[src/rtl/jumper_cfg_sequencer.sv]
// Qualifies jumper mode samples, waits for the end of CPU reset, then commits one
// decoded memory mode to the memory controller via req/ack and holds it locked.
module jumper_cfg_sequencer #(
  parameter int unsigned CONFIRM = 4,
  parameter int unsigned CNT_W   = 3,
  parameter int unsigned TIMEOUT = 4096,
  parameter int unsigned TO_W    = 13
) (
  input  logic       clock,
  input  logic       reset,
  input  logic       cpu_nreset,
  input  logic       samp_valid,
  input  logic [3:0] samp_mode,
  output logic       cfg_req,
  input  logic       cfg_ack,
  output logic [2:0] cfg_mode,
  output logic       cfg_locked,
  output logic       cfg_fallback,
  output logic       samp_err
);

  localparam int unsigned MODE_W = 3;
  localparam logic [MODE_W-1:0] MODE_NONE    = 3'd0;
  localparam logic [MODE_W-1:0] MODE_4MB     = 3'd1;
  localparam logic [MODE_W-1:0] MODE_8MB     = 3'd2;
  localparam logic [MODE_W-1:0] MODE_SLOW    = 3'd3;
  localparam logic [MODE_W-1:0] MODE_SLOW4MB = 3'd4;

  typedef enum logic [1:0] {
    ST_ACQUIRE = 2'd0,
    ST_WAIT    = 2'd1,
    ST_COMMIT  = 2'd2,
    ST_LOCKED  = 2'd3
  } state_t;

  state_t            state_q, state_d;
  logic [2:0]        sync_q;
  logic [MODE_W-1:0] cand_q, cand_d;
  logic [CNT_W-1:0]  cnt_q, cnt_d;
  logic              stable_q, stable_d;
  logic [TO_W-1:0]   tmo_q, tmo_d;
  logic              pend_fb_q, pend_fb_d;
  logic              abort_q, abort_d;
  logic              req_d, locked_d, fb_d, err_d;
  logic [MODE_W-1:0] mode_d;
  logic [MODE_W-1:0] code;
  logic              code_ok;
  logic              qualify;
  logic              rst_on, rst_end;

  // sync_q[0..1] is the 2-flop synchroniser, sync_q[2] delays it for edge detection
  assign rst_on  = ~sync_q[1];
  assign rst_end = sync_q[1] & ~sync_q[2];
  assign qualify = (state_q == ST_ACQUIRE) || (state_q == ST_WAIT);

  // Jumper decode: bits are {slow4mb, slow, 4mb, 8mb}; more than one bit set is invalid
  always_comb begin
    code    = MODE_NONE;
    code_ok = 1'b1;
    case (samp_mode)
      4'b0000: code = MODE_NONE;
      4'b0001: code = MODE_8MB;
      4'b0010: code = MODE_4MB;
      4'b0100: code = MODE_SLOW;
      4'b1000: code = MODE_SLOW4MB;
      default: code_ok = 1'b0;
    endcase
  end

  always_comb begin
    state_d   = state_q;
    cand_d    = cand_q;
    cnt_d     = cnt_q;
    tmo_d     = tmo_q;
    pend_fb_d = pend_fb_q;
    abort_d   = abort_q;
    req_d     = cfg_req;
    mode_d    = cfg_mode;
    locked_d  = cfg_locked;
    fb_d      = cfg_fallback;
    err_d     = samp_valid & ~code_ok;

    if (qualify && samp_valid) begin
      if (!code_ok) begin
        cnt_d = '0;
      end else if (code == cand_q) begin
        if (cnt_q != CNT_W'(CONFIRM)) cnt_d = CNT_W'(cnt_q + 1'b1);
      end else begin
        cand_d = code;
        cnt_d  = CNT_W'(1);
      end
    end

    case (state_q)
      ST_ACQUIRE: begin
        if (rst_end) begin
          if (stable_q) begin
            state_d   = ST_COMMIT;
            req_d     = 1'b1;
            mode_d    = cand_q;
            pend_fb_d = 1'b0;
            abort_d   = 1'b0;
          end else begin
            state_d = ST_WAIT;
            tmo_d   = '0;
          end
        end
      end
      ST_WAIT: begin
        if (tmo_q != TO_W'(TIMEOUT)) tmo_d = TO_W'(tmo_q + 1'b1);
        if (stable_q) begin
          state_d   = ST_COMMIT;
          req_d     = 1'b1;
          mode_d    = cand_q;
          pend_fb_d = 1'b0;
          abort_d   = 1'b0;
        end else if (tmo_q == TO_W'(TIMEOUT - 1)) begin
          state_d   = ST_COMMIT;
          req_d     = 1'b1;
          mode_d    = MODE_NONE;
          pend_fb_d = 1'b1;
          abort_d   = 1'b0;
        end else if (rst_on) begin
          state_d = ST_ACQUIRE;
        end
      end
      ST_COMMIT: begin
        // A CPU reset seen during the handshake is remembered and honoured once acked
        abort_d = abort_q | rst_on;
        if (cfg_ack) begin
          req_d   = 1'b0;
          fb_d    = pend_fb_q;
          abort_d = 1'b0;
          if (abort_q || rst_on) begin
            state_d  = ST_ACQUIRE;
            locked_d = 1'b0;
            cnt_d    = '0;
          end else begin
            state_d  = ST_LOCKED;
            locked_d = 1'b1;
          end
        end
      end
      ST_LOCKED: begin
        if (rst_on) begin
          state_d  = ST_ACQUIRE;
          locked_d = 1'b0;
          cnt_d    = '0;
        end
      end
      default: state_d = ST_ACQUIRE;
    endcase

    stable_d = (cnt_d == CNT_W'(CONFIRM));
  end

  always_ff @(posedge clock) begin
    if (reset) begin
      state_q      <= ST_ACQUIRE;
      sync_q       <= '0;
      cand_q       <= MODE_NONE;
      cnt_q        <= '0;
      stable_q     <= 1'b0;
      tmo_q        <= '0;
      pend_fb_q    <= 1'b0;
      abort_q      <= 1'b0;
      cfg_req      <= 1'b0;
      cfg_mode     <= MODE_NONE;
      cfg_locked   <= 1'b0;
      cfg_fallback <= 1'b0;
      samp_err     <= 1'b0;
    end else begin
      state_q      <= state_d;
      sync_q       <= {sync_q[1:0], cpu_nreset};
      cand_q       <= cand_d;
      cnt_q        <= cnt_d;
      stable_q     <= stable_d;
      tmo_q        <= tmo_d;
      pend_fb_q    <= pend_fb_d;
      abort_q      <= abort_d;
      cfg_req      <= req_d;
      cfg_mode     <= mode_d;
      cfg_locked   <= locked_d;
      cfg_fallback <= fb_d;
      samp_err     <= err_d;
    end
  end

endmodule
[config.mk]
export PLATFORM = sky130hd
export DESIGN_NAME = jumper_cfg_sequencer
export DESIGN_NICKNAME = d
export VERILOG_FILES = /design/src/rtl/jumper_cfg_sequencer.sv
export SDC_FILE = /design/constraint.sdc
export NUM_CORES = 1
export LEC_CHECK = 0
export CAP_MARGIN = 30
export CORE_ASPECT_RATIO = 1.1
export CORE_UTILIZATION = 50
export CTS_BUF_LIST = sky130_fd_sc_hd__clkbuf_4
export CTS_CLUSTER_SIZE = 16
export DETAILED_ROUTE_END_ITERATION = 8
export PLACE_DENSITY = 0.74
export SLEW_MARGIN = 15
export SYNTH_ARGS = -nofsm -noshare
export SYNTH_HDL_FRONTEND = slang
export SYNTH_SLANG_ARGS = --single-unit
[constraint.sdc]
create_clock -name clock -period 1.9 [get_ports clock]
set_clock_uncertainty 0.1 [all_clocks]
set_input_delay 0.475 -clock clock [delete_from_list [all_inputs] [get_ports clock]]
set_output_delay 0.475 -clock clock [all_outputs]
set_load 0.01 [all_outputs]
==> results.toml <==
[timing]
worst_pin_slew_ps = 412
fmax_ghz = 0.504
finalSetupViolCount = 3
max_slew_margin_pct = 72.6
period_minus_slack_ps = 1980
grt_setup_unrepaired = "yes"
setup-tns-final_ps = -95.8
slew_viol_final = 0
post-route-worst-setup-slack_ps = -84.8
period_share_pct = 104
finalHoldViolCount = 0

[worst_hold_path]
hold_depth = 1
min_to = "sync_q[1]"
min-delay-start = "sync_q[0]"
hp-class = "flip-flop to flip-flop"

[drt]
vias_per_cell = 5.53
route.detailed.drc = 0
wl_per_cell_um = 13.7
first_pass_iters = 4
route.vias.total = 1669
drtIter0Drc = 77
wl_um = 4130
ant_nets = 0

[status]
run_status = "complete, but fails checks"
violations = "negative setup slack"

[floorplan]
start_util_pct = 52.0
boundaryPins = 16
core_um2 = 3330
rows = 22
dieArea_um2 = 3700
die_w_um = 58.1
die_h_um = 63.7

[critical_path]
arrival_ps = 2140
crit_fanout = 3
critPathKind = "flip-flop to flip-flop"
r2r_start = "tmo_q[11]"
reg2reg_depth = 5
r2r_slack_ps = -80
crit_required_ps = 2050
worst_setup_path_end_kind = "flip-flop"
worstReg2RegEnd = "abort_q"
startpoint_type = "flip-flop"

[power_and_ir_drop]
p_switching_w = 0.000345
total_leakage_power_nw = 0.954
clockPowerShare_pct = 29.5
p_total_w = 0.00130
peakVddDrop_v = 0.000263
p_int_w = 0.000952
swShare_pct = 26.6
seqPwrFrac_pct = 56.4
combinationalPowerShare_pct = 14.2
p_per_area_nw_per_um2 = 559

[place]
pre_cts_slack_ps = -573
dp_hpwl_um = 2980
globalplace.congestion = 0.831
place_area_um2 = 2190
io_buffers = 15

[synthesis]
syn_inst = 203
yosys_most_used_dff = "dfxtp_1"
syn-mean-instance-area_um2 = 8.52
synth-seq-area-share_pct = 39.3
ys_async_sr_fraction_pct = 0
synth.cell_area_um2 = 1730
synth_nets = 216
yosysUniqueCellTypes = 44
ys_warn_count = 0
synth_edf_count = 0
ys_ff_latch = 34

[finish]
stdcell_area_um2 = 2320
areaGrowthSynthToFinish_pct = 34.1
final_common_cell = "buf_4"
drive_above_1_share_pct = 26.4
antenna_cells = 0
layout_common_cells = "buf_4 (36), dfxtp_1 (31), nor2_1 (26), xor2_1 (12), a21oi_1 (12)"
nets = 266

[global_route]
overflow = 0
grt_max_degree = 16
antenna_found_initial = 0
grtUsageTotal_pct = 24.0
grt_pass1_vias = 1719
grt_pass1_wl_um = 6930

[cts]
clkTransAtPathRegs_ps = 100
cts_max_path_buffers = 2
holdBufCountCts = 0
cts_tree = "yes"
clock_latency_ps = 330
cts_buffers = 5
htreeDepth = 2
cts-root-buf = "clkbuf_4"
clock-sinks = 34

[run]
maxCapViolCount = 0
[state kept, by name (all words and copies together) (netlist names)]
name          count
stable_q          1
cnt_q             3
sync_q            3
cfg_mode          3
cfg_locked        1
cfg_fallback      1
samp_err          1
state_q           2
pend_fb_q         1
cfg_req           1
tmo_q            13
cand_q            3
abort_q           1
[area by class of cell]
class | count | area [um2]
well taps | 48 | 60.1
clock buffers | 5 | 37.5
fillers | 270 | 1010
clock inverters | 3 | 16.3
repair buffers | 53 | 432
flip-flops and latches | 34 | 684
inverters | 7 | 26.3
multi-input cells | 152 | 1060
[critical path: stages, from the launching register on]
cell      delay (ps)
dfxtp_1          450
nand4_1          180
or4_4            520
nand3_2           80
or3b_4           370
a221oi_2         200
[repair_timing]
item | in CTS | in global routing
setup buffers | 1 | 0
resized for setup | 14 | 15
pin swaps | 1 | 4
setup endpoints to repair | 11 | 19
cloned | 0 | 1
[worst max-delay path by stage]
| stage | cells past startpoint | endpoint | slack (ps) | startpoint |
|---|---|---|---|---|
| finish | 5 | abort_q | -80 | tmo_q[11] |
| global route | 5 | abort_q | -180 | tmo_q[12] |
| CTS | 5 | abort_q | -80 | tmo_q[12] |
| detailed placement | 7 | stable_q | -570 | samp_mode[2] |
| global placement | 6 | stable_q | -480 | samp_mode[3] |
| floorplan | 5 | abort_q | -20 | state_q[0] |
[Yosys cell counts, types with 5 or more instances]
cell,number,share of area (%)
dfxtp_1,34,39
nor2_1,26,5.6
a21oi_1,14,4.0
xor2_1,13,6.6
nand2_1,10,2.2
nand4_1,10,3.6
clkbuf_1,9,2.0
inv_1,7,1.5
nand2b_1,7,2.5
nand3_1,5,1.4
nor3_1,5,1.4
nor4b_1,5,2.5
o21ai_0,5,1.4
[kinds of logic (layout without fill, tap and decap cells)]
kind of cell	count (synthesis)	count (layout)	share of synthesized area [%]
buf+inv	17	68	3.76
fa+ha+maj	4	4	2.89
flops	34	34	39.3
simple gates	94	94	30.6
mux	3	3	1.74
compound gates	35	35	13.6
xor+xnor	16	16	8.10
[power groups by stage]
stage	registers, W	clock network [W]	logic (W)
floorplan	0.000747	0	0.0000877
global placement	0.000745	0	0.000159
detailed placement	0.000745	0	0.000166
CTS	0.000731	0.000398	0.000171
global route	0.000733	0.000420	0.000201
finish	0.000731	0.000382	0.000184
[per-stage QoR]
step                std cells  hold WS (ps)  utilization [%]
floorplan                 203           314                -
global placement          292           330             65.6
detailed placement        292           328             65.6
CTS                       301           354             68.6
global route              302           373             69.6
finish                    302           354             69.6
[metal layers]
| metal | part of all wire [%] | GRT usage [%] | vias up | wire length [um] |
|---|---|---|---|---|
| met5 | 0 | 0 | - | 0 |
| met4 | 1.8 | 11.0 | 0 | 75 |
| met3 | 2.5 | 5.13 | 9 | 103 |
| met2 | 53 | 43.0 | 31 | 2200 |
| met1 | 42 | 26.2 | 805 | 1750 |
| li1 | - | - | 824 | - |
(Power assumes the default switching activity.)
